[src/rtl/control_pkg.sv]
// Shared encodings for the multi-cycle RV32I control FSM: states, ALU ops,
// mux selects and the opcodes it recognises.
package control_pkg;

   typedef enum logic [3:0] {
      S_FETCH, S_DECODE, S_MEMADR, S_MEMREAD, S_MEMWB, S_MEMWRITE,
      S_EXECUTER, S_EXECUTEI, S_ALUWB, S_BRANCH, S_JAL
   } state_t;

   localparam logic [3:0] ALU_ADD = 4'b0000;
   localparam logic [3:0] ALU_SUB = 4'b0001;
   localparam logic [3:0] ALU_AND = 4'b0010;
   localparam logic [3:0] ALU_OR  = 4'b0011;
   localparam logic [3:0] ALU_XOR = 4'b0100;
   localparam logic [3:0] ALU_SLT = 4'b0101;
   localparam logic [3:0] ALU_SLL = 4'b0110;
   localparam logic [3:0] ALU_SRL = 4'b0111;

   localparam logic [1:0] SRCA_PC    = 2'b00;
   localparam logic [1:0] SRCA_OLDPC = 2'b01;
   localparam logic [1:0] SRCA_RD1   = 2'b10;

   localparam logic [1:0] SRCB_RD2 = 2'b00;
   localparam logic [1:0] SRCB_IMM = 2'b01;
   localparam logic [1:0] SRCB_4   = 2'b10;

   localparam logic [1:0] RES_ALUOUT = 2'b00;
   localparam logic [1:0] RES_READ   = 2'b01;
   localparam logic [1:0] RES_ALURES = 2'b10;

   localparam logic [2:0] IMM_I = 3'b000;
   localparam logic [2:0] IMM_S = 3'b001;
   localparam logic [2:0] IMM_B = 3'b010;
   localparam logic [2:0] IMM_J = 3'b011;

   localparam logic [6:0] OP_LOAD   = 7'b0000011;
   localparam logic [6:0] OP_STORE  = 7'b0100011;
   localparam logic [6:0] OP_RTYPE  = 7'b0110011;
   localparam logic [6:0] OP_IALU   = 7'b0010011;
   localparam logic [6:0] OP_BRANCH = 7'b1100011;
   localparam logic [6:0] OP_JAL    = 7'b1101111;

endpackage

[src/rtl/multicycle_control_if.sv]
// Control <-> datapath bundle. master = control FSM side, slave = datapath side.
interface multicycle_control_if #(parameter int WIDTH = 32);
   logic [WIDTH-1:0] instr;
   logic             Zero;
   logic             mem_ready;
   logic [3:0]       ALUctrl;
   logic [1:0]       ALUSrcA;
   logic [1:0]       ALUSrcB;
   logic [1:0]       ResultSrc;
   logic [2:0]       ImmSrc;
   logic             AdrSrc;
   logic             PCWrite;
   logic             IRWrite;
   logic             RegWrite;
   logic             MemWrite;
   logic             illegal;

   modport master (
      input  instr, Zero, mem_ready,
      output ALUctrl, ALUSrcA, ALUSrcB, ResultSrc, ImmSrc, AdrSrc,
             PCWrite, IRWrite, RegWrite, MemWrite, illegal
   );

   modport slave (
      output instr, Zero, mem_ready,
      input  ALUctrl, ALUSrcA, ALUSrcB, ResultSrc, ImmSrc, AdrSrc,
             PCWrite, IRWrite, RegWrite, MemWrite, illegal
   );
endinterface

[src/rtl/alu_decoder.sv]
// Maps funct3/funct7[5] of R-type and I-ALU instructions to an ALU op and
// flags funct combinations this core does not implement.
module alu_decoder
   import control_pkg::*;
(
   input  logic       is_rtype,
   input  logic [2:0] funct3,
   input  logic       funct7_5,
   output logic [3:0] alu_op,
   output logic       funct_illegal
);

   always_comb begin
      alu_op = ALU_ADD;
      case (funct3)
         3'b000:  alu_op = (is_rtype && funct7_5) ? ALU_SUB : ALU_ADD;
         3'b111:  alu_op = ALU_AND;
         3'b110:  alu_op = ALU_OR;
         3'b100:  alu_op = ALU_XOR;
         3'b010:  alu_op = ALU_SLT;
         3'b001:  alu_op = ALU_SLL;
         3'b101:  alu_op = ALU_SRL;
         default: alu_op = ALU_ADD;
      endcase
   end

   // For I-ALU, bit 30 is immediate data except on shifts, where it selects srai.
   always_comb begin
      funct_illegal = (funct3 == 3'b011);
      if (funct7_5) begin
         if (is_rtype) funct_illegal = funct_illegal || (funct3 != 3'b000);
         else          funct_illegal = funct_illegal || (funct3[1:0] == 2'b01);
      end
   end

endmodule

[src/rtl/multicycle_control.sv]
// Multi-cycle RV32I control FSM: decodes the held instruction and sequences
// ALU ops, operand/result muxes and architectural write enables.
module multicycle_control
   import control_pkg::*;
#(
   parameter int WIDTH = 32
) (
   input  logic                 clk,
   input  logic                 rst,
   multicycle_control_if.master bus
);

   state_t state_q, state_d;

   logic [WIDTH-1:0] ir;
   logic [6:0]       opcode, funct7;
   logic [2:0]       funct3;
   logic             is_ld, is_st, is_r, is_i, is_br, is_jal;
   logic [3:0]       dec_op;
   logic             dec_ill, f7_bad, legal;
   logic             unused_bits;

   assign ir          = bus.instr;
   assign opcode      = ir[6:0];
   assign funct3      = ir[14:12];
   assign funct7      = ir[31:25];
   assign unused_bits = ^{ir[24:15], ir[11:7]};

   assign is_ld  = (opcode == OP_LOAD);
   assign is_st  = (opcode == OP_STORE);
   assign is_r   = (opcode == OP_RTYPE);
   assign is_i   = (opcode == OP_IALU);
   assign is_br  = (opcode == OP_BRANCH);
   assign is_jal = (opcode == OP_JAL);

   alu_decoder u_alu_dec (
      .is_rtype      (is_r),
      .funct3        (funct3),
      .funct7_5      (funct7[5]),
      .alu_op        (dec_op),
      .funct_illegal (dec_ill)
   );

   // Only funct7 = 0000000 / 0100000 exist on R-type and immediate shifts.
   assign f7_bad = (is_r || (is_i && funct3[1:0] == 2'b01)) &&
                   (funct7[6] || funct7[4:0] != 5'b0);
   assign legal  = is_ld || is_st || is_jal ||
                   (is_br && funct3[2:1] == 2'b00) ||
                   ((is_r || is_i) && !dec_ill && !f7_bad);

   always_ff @(posedge clk) begin
      if (rst) state_q <= S_FETCH;
      else     state_q <= state_d;
   end

   logic [3:0] alu_ctrl;
   logic [1:0] src_a, src_b, res_src;
   logic       adr_src, pc_we, ir_we, reg_we, mem_we, ill;

   always_comb begin
      state_d  = state_q;
      alu_ctrl = ALU_ADD;
      src_a    = SRCA_PC;
      src_b    = SRCB_RD2;
      res_src  = RES_ALUOUT;
      adr_src  = 1'b0;
      pc_we    = 1'b0;
      ir_we    = 1'b0;
      reg_we   = 1'b0;
      mem_we   = 1'b0;
      ill      = 1'b0;
      case (state_q)
         S_FETCH: begin
            src_b   = SRCB_4;
            res_src = RES_ALURES;
            pc_we   = bus.mem_ready;
            ir_we   = bus.mem_ready;
            if (bus.mem_ready) state_d = S_DECODE;
         end
         S_DECODE: begin
            src_a = SRCA_OLDPC;
            src_b = SRCB_IMM;
            if (!legal) begin
               ill     = 1'b1;
               state_d = S_FETCH;
            end
            else if (is_ld || is_st) state_d = S_MEMADR;
            else if (is_r)           state_d = S_EXECUTER;
            else if (is_i)           state_d = S_EXECUTEI;
            else if (is_br)          state_d = S_BRANCH;
            else                     state_d = S_JAL;
         end
         S_MEMADR: begin
            src_a   = SRCA_RD1;
            src_b   = SRCB_IMM;
            state_d = is_ld ? S_MEMREAD : S_MEMWRITE;
         end
         S_MEMREAD: begin
            adr_src = 1'b1;
            if (bus.mem_ready) state_d = S_MEMWB;
         end
         S_MEMWB: begin
            res_src = RES_READ;
            reg_we  = 1'b1;
            state_d = S_FETCH;
         end
         S_MEMWRITE: begin
            adr_src = 1'b1;
            mem_we  = 1'b1;
            if (bus.mem_ready) state_d = S_FETCH;
         end
         S_EXECUTER: begin
            src_a    = SRCA_RD1;
            alu_ctrl = dec_op;
            state_d  = S_ALUWB;
         end
         S_EXECUTEI: begin
            src_a    = SRCA_RD1;
            src_b    = SRCB_IMM;
            alu_ctrl = dec_op;
            state_d  = S_ALUWB;
         end
         S_ALUWB: begin
            reg_we  = 1'b1;
            state_d = S_FETCH;
         end
         S_BRANCH: begin
            src_a    = SRCA_RD1;
            alu_ctrl = ALU_SUB;
            pc_we    = bus.Zero ^ funct3[0];
            state_d  = S_FETCH;
         end
         S_JAL: begin
            src_a   = SRCA_OLDPC;
            src_b   = SRCB_4;
            pc_we   = 1'b1;
            state_d = S_ALUWB;
         end
         default: state_d = S_FETCH;
      endcase
      // Reset aborts any instruction in flight without committing a write.
      if (rst) begin
         pc_we   = 1'b0;
         ir_we   = 1'b0;
         reg_we  = 1'b0;
         mem_we  = 1'b0;
         ill     = 1'b0;
         state_d = S_FETCH;
      end
   end

   always_comb begin
      bus.ImmSrc = IMM_I;
      if (is_st)       bus.ImmSrc = IMM_S;
      else if (is_br)  bus.ImmSrc = IMM_B;
      else if (is_jal) bus.ImmSrc = IMM_J;
   end

   assign bus.ALUctrl   = alu_ctrl;
   assign bus.ALUSrcA   = src_a;
   assign bus.ALUSrcB   = src_b;
   assign bus.ResultSrc = res_src;
   assign bus.AdrSrc    = adr_src;
   assign bus.PCWrite   = pc_we;
   assign bus.IRWrite   = ir_we;
   assign bus.RegWrite  = reg_we;
   assign bus.MemWrite  = mem_we;
   assign bus.illegal   = ill;

endmodule

[src/flat_wrapper.sv]
// flat-port wrapper written by rule: the top's interface ports become plain ports
module multicycle_control_flat import control_pkg::*;
#(
   parameter int WIDTH = 32
)
  (clk, rst, bus_instr, bus_Zero, bus_mem_ready, bus_ALUctrl, bus_ALUSrcA, bus_ALUSrcB, bus_ResultSrc, bus_ImmSrc, bus_AdrSrc, bus_PCWrite, bus_IRWrite, bus_RegWrite, bus_MemWrite, bus_illegal);
  multicycle_control_if #(.WIDTH(WIDTH)) bus_i ();
  input  logic clk;
  input  logic rst;
  input wire logic [$bits(bus_i.instr)-1:0] bus_instr;
  input wire logic [$bits(bus_i.Zero)-1:0] bus_Zero;
  input wire logic [$bits(bus_i.mem_ready)-1:0] bus_mem_ready;
  output wire logic [$bits(bus_i.ALUctrl)-1:0] bus_ALUctrl;
  output wire logic [$bits(bus_i.ALUSrcA)-1:0] bus_ALUSrcA;
  output wire logic [$bits(bus_i.ALUSrcB)-1:0] bus_ALUSrcB;
  output wire logic [$bits(bus_i.ResultSrc)-1:0] bus_ResultSrc;
  output wire logic [$bits(bus_i.ImmSrc)-1:0] bus_ImmSrc;
  output wire logic [$bits(bus_i.AdrSrc)-1:0] bus_AdrSrc;
  output wire logic [$bits(bus_i.PCWrite)-1:0] bus_PCWrite;
  output wire logic [$bits(bus_i.IRWrite)-1:0] bus_IRWrite;
  output wire logic [$bits(bus_i.RegWrite)-1:0] bus_RegWrite;
  output wire logic [$bits(bus_i.MemWrite)-1:0] bus_MemWrite;
  output wire logic [$bits(bus_i.illegal)-1:0] bus_illegal;
  assign bus_i.instr = bus_instr;
  assign bus_i.Zero = bus_Zero;
  assign bus_i.mem_ready = bus_mem_ready;
  assign bus_ALUctrl = bus_i.ALUctrl;
  assign bus_ALUSrcA = bus_i.ALUSrcA;
  assign bus_ALUSrcB = bus_i.ALUSrcB;
  assign bus_ResultSrc = bus_i.ResultSrc;
  assign bus_ImmSrc = bus_i.ImmSrc;
  assign bus_AdrSrc = bus_i.AdrSrc;
  assign bus_PCWrite = bus_i.PCWrite;
  assign bus_IRWrite = bus_i.IRWrite;
  assign bus_RegWrite = bus_i.RegWrite;
  assign bus_MemWrite = bus_i.MemWrite;
  assign bus_illegal = bus_i.illegal;
  multicycle_control #(.WIDTH(WIDTH)) u_core (.clk(clk), .rst(rst), .bus(bus_i));
endmodule
[config.mk]
export PLATFORM = sky130hd
export DESIGN_NAME = multicycle_control_flat
export DESIGN_NICKNAME = d
export VERILOG_FILES = /design/src/rtl/control_pkg.sv /design/src/rtl/multicycle_control_if.sv /design/src/rtl/alu_decoder.sv /design/src/rtl/multicycle_control.sv /design/src/flat_wrapper.sv
export SDC_FILE = /design/constraint.sdc
export NUM_CORES = 1
export LEC_CHECK = 0
export ABC_AREA = 1
export BUFFER_PORTS_ARGS = -buffer_cell sky130_fd_sc_hd__clkbuf_2
export CAP_MARGIN = 20
export CORE_MARGIN = 3
export CORE_UTILIZATION = 30
export DETAILED_ROUTE_END_ITERATION = 6
export PLACE_DENSITY = 0.76
export SLEW_MARGIN = 25
export SYNTH_ARGS = -nofsm -noshare
export SYNTH_HDL_FRONTEND = slang
export SYNTH_SLANG_ARGS = --single-unit
[constraint.sdc]
create_clock -name clk -period 2.02 [get_ports clk]
set_clock_uncertainty 0.2 [all_clocks]
set_input_delay 0.303 -clock clk [delete_from_list [all_inputs] [get_ports clk]]
set_output_delay 0.303 -clock clk [all_outputs]
set_load 0.03 [all_outputs]
==> flow_summary_export.csv, run 1 <==
group,metric,value,unit
timing,final_hold_viol_count,0,
logic_synthesis,yosys_register_bits,4,
cts,clockBufferDepth,2,
drt,wl_per_cell,9.46,µm
grt,grt_max_degree,10,
logic_synthesis,yosysUniqueCellTypes,25,
power,totalPowerFinal,0.000344,W
cts,cts_num_sinks,4,
cts,cts_made_buffers,3,
worst_setup_path,critPathBufInv,4,
finish,top_regs,"u_core.state_q (4)",
finish,area_delta_synth_final,42.5,%
worst_setup_path,critPathKind,"flip-flop to output port",
timing,max_freq,523,MHz
grt,track_usage,0.134,
timing,timing.final.crit_share,0.947,
finish,insertedDiodeCount,0,
worst_setup_path,cp.depth,7,
die,boundaryPins,55,
run,max-cap-violations,0,
finish,nets,206,
timing,rsz0062_at_grt,"yes",
place,placed_cells,190,
place,post_dp_cell_area,880,µm²
run_status,outcome,"complete, no violations",
drt,viasPerCell,4.63,
cts,htreeDepth,1,
worst_setup_path,cp-end-kind,"output port",
logic_synthesis,syn_area_per_cell,5.20,µm²
worst_setup_path,worstPathMaxFanout,5,
timing,setup_violations,0,
worst_setup_path,critical-path-max-stage-delay,350,ps
timing,fin_tns_setup,0,ps
drt,antenna_left,0,
worst_setup_path,critPathSlowestCell,"dfxtp_1",
grt,overflow,0,
finish,regArea,81.3,µm²
die,die_h,53.1,µm
power,cellPowerDensity,363,nW/µm²
die,dieArea,2820,µm²
cts,cts_tree,"built",
worst_setup_path,critical_path_required,1520,ps
cts,postCtsHoldBufs,0,
place,port_buffers,37,
grt,grt_pass1_vias,724,
finish,multiInputGateArea,502,µm²
cts,worstSkewPairLatency,230,ps
finish,fin_cells,195,
place,hpwl,1570,µm
die,dieWidth,53.1,µm
place,place_congestion,0.843,
grt,grt_pass1_wl,2820,µm
min_path,hold_path.class,"input pin to flip-flop",
cts,clk_pin_slew,40,ps
drt,drt_iter0_drc,19,
logic_synthesis,seq_area_frac_synth,0.120,
drt,dr.pass1.iters,5,
finish,regMostFlops,"u_core.state_q",
power,ir_worst_vdd,0.241,mV
worst_setup_path,path_cells,"inv_2 -> nor2_4 -> inv_2 -> nor2_4 -> inv_2 -> o311ai_1 -> clkbuf_2",
worst_setup_path,arrival,1410,ps
worst_setup_path,cp_top_family,"buffers and inverters",
finish,largest_reg_flops,4,
cts,root_buffer,"clkbuf_4",
logic_synthesis,synth_area,666,µm²
worst_setup_path,r2r_cells,8,
finish,drive_gt1_frac,0.435,
worst_setup_path,cp-start-kind,"flip-flop",
drt,drt-total-wl,1850,µm
power,cellLeakagePower,0.515,nW
drt,drc,0,
logic_synthesis,syn_inst,128,
die,start_util,0.329,
timing,finalMaxSlewViolations,0,
finish,fillers,260,
drt,vias,902,
timing,period_needed,1910,ps
worst_setup_path,crit_top_cell,"inv_2",
grt,antenna_found_initial,0,
logic_synthesis,yosys_warnings,0,
die,fp-row-count,16,
min_path,holdPathStages,2,
finish,postLayoutCellArea,948,µm²
die,coreArea,2020,µm²
-- power by group --
part	internal (W)	switching, W
logic	0.0000571	0.000107
clock network	0.0000663	0.0000298
registers	0.0000820	0.00000213
total	0.000205	0.000139
-- path summary, 6_finish.rpt --
check        slack [ps]                           start                              to
max reg2reg         480  u_core.state_q[3]$_SDFFE_PP0P_  u_core.state_q[0]$_SDFFE_PP0P_
max                 110  u_core.state_q[0]$_SDFFE_PP0P_                  bus_ALUSrcB[0]
min reg2reg         440  u_core.state_q[2]$_SDFFE_PP0P_  u_core.state_q[0]$_SDFFE_PP0P_
min                 170                             rst  u_core.state_q[0]$_SDFFE_PP0P_
-- synth_stat cells --
cell | n | area (µm²)
a211oi_1 | 1 | 7.51
nor3_2 | 1 | 10.0
nor2_2 | 5 | 31.3
o21ai_2 | 1 | 8.76
nor3_1 | 4 | 20.0
nand2_1 | 30 | 113
nand4_1 | 4 | 25.0
inv_2 | 13 | 48.8
dfxtp_1 | 4 | 80.1
clkbuf_1 | 1 | 3.75
nand2_2 | 2 | 12.5
o311ai_0 | 1 | 8.76
inv_1 | 14 | 52.6
nor2_1 | 18 | 67.6
o221ai_1 | 1 | 8.76
a21oi_1 | 7 | 35.0
or2_0 | 1 | 6.26
conb_1 | 1 | 3.75
or2_1 | 1 | 6.26
nor2_4 | 2 | 22.5
nand3_1 | 11 | 55.1
a21oi_2 | 1 | 8.76
a31oi_1 | 1 | 6.26
buf_4 | 2 | 15.0
xnor2_1 | 1 | 8.76
-- what timing repair did --
item | in CTS | in global routing
gates resized for setup | 0 | 15
setup buffers | 0 | 2
setup endpoints to repair | 0 | 7
-- cell usage in the layout, fill, tap and decap left out, types with 2 or more instances in the layout --
cell type | netlist | routed
inv_2 | 13 | 14
a21oi_1 | 7 | 7
inv_1 | 14 | 13
nor3_2 | 1 | 3
buf_4 | 2 | 4
nand2_1 | 30 | 30
nor2_2 | 5 | 3
dfxtp_1 | 4 | 3
nand2_2 | 2 | 2
conb_1 | 1 | 2
clkbuf_4 | 0 | 4
clkbuf_2 | 0 | 34
nor2_1 | 18 | 17
nand3_1 | 11 | 10
nand4_1 | 4 | 4
nor3_1 | 4 | 2
nor2_4 | 2 | 5
-- cell type report --
| class | instances | area share |
|---|---|---|
| clock buffer | 3 | 0.0237 |
| inverter | 27 | 0.107 |
| multi-input combinational | 95 | 0.529 |
| sequential | 4 | 0.0858 |
| tap | 27 | 0.0356 |
| timing repair buffer | 39 | 0.219 |
-- logic make-up after synthesis --
family,count (synthesis),share of synthesized area
AO/OA/AOI/OAI,13,0.126
AND/OR/NAND/NOR,79,0.555
buffers and inverters,30,0.180
XOR/XNOR,1,0.0132
flip-flops,4,0.120
other,1,0.00563
-- stage by stage --
stage	worst slack, ps	hold slack (ps)	util
after global placement	117	417	0.435
after detailed placement	108	416	0.435
after floorplan	31.1	329	-
after CTS	12.6	178	0.446
final	107	172	0.469
after global routing	-30.5	185	0.469
-- routing by layer --
layer	GRT usage	vias up	wire length, µm
met5	0	-	0
met4	0.0383	0	0
met3	0.0338	0	115
met2	0.217	24	886
met1	0.173	397	844
li1	-	481	-
(Power assumes the default switching activity.)
==> inputs of run 2 (changes only) <==
PLACE_DENSITY = 0.78   (was 0.76)
clock period = 1.57 ns   (was 2.02 ns; I/O delays follow)
==> flow_summary_export.csv, run 2 (synthesis results as in run 1) <==
group,metric,value,unit
run_status,outcome,"complete, but fails checks",
run_status,violations,"negative setup slack",
worst_setup_path,critical-path-max-stage-delay,380,ps
power,cellLeakagePower,0.764,nW
grt,overflow,0,
place,dpl_worst_slack,-251,ps
worst_setup_path,cp-end-kind,"output port",
worst_setup_path,r2r_slack,-110,ps
die,boundaryPins,55,
timing,holdWs,170,ps
cts,root_buffer,"clkbuf_4",
worst_setup_path,crit_top_cell,"inv_2",
drt,wl_per_cell,14.8,µm
finish,largest_reg_flops,4,
worst_setup_path,critical_path_required,1130,ps
grt,grt_max_degree,10,
finish,top_regs,"u_core.state_q (4)",
drt,drc,0,
cts,cts_tree,"built",
grt,grt_pass1_wl,4490,µm
cts,cts_num_sinks,4,
min_path,holdPathStages,2,
cts,clk_pin_slew,40,ps
drt,vias,1151,
timing,period_needed,1860,ps
worst_setup_path,arrival,1430,ps
min_path,hold_path.class,"input pin to flip-flop",
finish,drive_gt1_frac,0.745,
grt,antenna_found_initial,0,
timing,timing.final.crit_share,1.19,
finish,area_delta_synth_final,140,%
worst_setup_path,cp-start-kind,"flip-flop",
timing,rsz0062_at_grt,"yes",
cts,htreeDepth,1,
die,fp-row-count,16,
worst_setup_path,critPathSlowestCell,"dfxtp_4",
timing,setup_violations,19,
timing,finalMaxSlewViolations,0,
finish,nets,242,
die,start_util,0.329,
cts,clockBufferDepth,2,
worst_setup_path,r2r-end,"u_core.state_q[0]$_SDFFE_PP0P_",
worst_setup_path,worstPathMaxFanout,4,
finish,regMostFlops,"u_core.state_q",
place,hpwl,2080,µm
run,max-cap-violations,0,
drt,drt-total-wl,3420,µm
min_path,whs_endpoint,"u_core.state_q[0]$_SDFFE_PP0P_",
die,die_h,53.1,µm
place,place_congestion,0.897,
timing,max_freq,537,MHz
grt,grt_pass1_vias,1041,
finish,insertedDiodeCount,0,
worst_setup_path,critPathKind,"flip-flop to output port",
timing,fin_tns_setup,-2850,ps
finish,fillers,113,
drt,wl_met1,1230,µm
drt,viasPerCell,4.98,
worst_setup_path,path_cells,"inv_4 -> nor2_2 -> inv_2 -> nor2_4 -> inv_2 -> a21oi_2 -> clkbuf_8",
drt,met3_length,188,µm
drt,dr_wl_met2,1910,µm
finish,final_common_cell,"buf_4",
power,cellPowerDensity,361,nW/µm²
grt,track_usage,0.214,
place,port_buffers,37,
worst_setup_path,r2r_cells,10,
worst_setup_path,rr_startpoint,"u_core.state_q[0]$_SDFFE_PP0P_",
die,dieWidth,53.1,µm
drt,dr.pass1.iters,4,
drt,drt_iter0_drc,38,
die,coreArea,2020,µm²
cts,postCtsHoldBufs,0,
drt,routed.top_layer,"met4",
min_path,hold_start,"rst",
timing,final_hold_viol_count,0,
timing,finalWorstSetupSlack,-293,ps
cts,cts_made_buffers,3,
power,ir_worst_vdd,0.404,mV
finish,mostFrequentLayoutCells,"34 x buf_4, 18 x nand2_1, 18 x clkbuf_2",
die,dieArea,2820,µm²
cts,worstSkewPairLatency,230,ps
drt,antenna_left,0,
run 2: changes by cell type in the layout (fill, tap and decap cells not counted), moves of 6 or more:
| cell | before | now |
|---|---|---|
| buf_4 | 4 | 34 |
| clkbuf_2 | 34 | 18 |
| nand2_1 | 30 | 18 |
| nor2_1 | 17 | 7 |
| buf_6 | 0 | 9 |
| nand2_2 | 2 | 11 |
| clkbuf_8 | 0 | 8 |
| inv_1 | 13 | 6 |
| buf_8 | 0 | 6 |
run 2: worst max-delay path, delay by kind of cell, from the launching register on:
family                 cells  cell delay (ps)
flip-flops                 1              380
AO/OA/AOI/OAI              1              170
buffers and inverters      4              380
AND/OR/NAND/NOR            2              250
run 2: area by class of cell:
cell class	count	area, µm²	area share
repair buffers	75	647	0.404
clock buffers	3	22.5	0.0141
inverters	27	116	0.0727
multi-input cells	95	686	0.428
well taps	27	33.8	0.0211
flip-flops and latches	4	95.1	0.0594
run 2: worst max-delay path by stage:
| stage | from | depth (start not counted) | to | slack (ps) |
|---|---|---|---|---|
| final | u_core.state_q[1]$_SDFFE_PP0P_ | 7 | bus_PCWrite | -290 |
| after floorplan | u_core.state_q[2]$_SDFFE_PP0P_ | 5 | bus_PCWrite | -60 |
| after global routing | u_core.state_q[1]$_SDFFE_PP0P_ | 7 | bus_PCWrite | -350 |
| after CTS | u_core.state_q[0]$_SDFFE_PP0P_ | 7 | bus_PCWrite | -210 |
| after detailed placement | bus_instr[3] | 11 | bus_illegal | -250 |
| after global placement | bus_instr[3] | 11 | bus_illegal | -190 |
run 2: per-stage QoR:
stage | cell area [µm²] | cells | util | power (W)
after CTS | 1410 | 227 | 0.699 | 0.000529
after global routing | 1600 | 231 | 0.791 | 0.000611
final | 1600 | 231 | 0.791 | 0.000578
after detailed placement | 1170 | 221 | 0.579 | 0.000369
after floorplan | 738 | 129 | - | 0.000261
after global placement | 1170 | 221 | 0.579 | 0.000362
run 2: what timing repair did:
item                       in CTS  in global routing
pin swaps                      11                 18
buffers inserted                4                  4
setup endpoints to repair      17                 19
resized for setup              56                 54
run 2: power by group:
group	internal [W]	switching, W	leakage (nW)
Clock	0.0000852	0.0000384	0.0138
Sequential	0.000101	0.00000541	0.0355
Combinational	0.000154	0.000193	0.714
run 2: routing by layer:
layer | global-route usage | vias up
li1 | - | 555
met1 | 0.238 | 533
met2 | 0.419 | 53
met3 | 0.0310 | 10
met4 | 0.0426 | 0
met5 | 0 | -
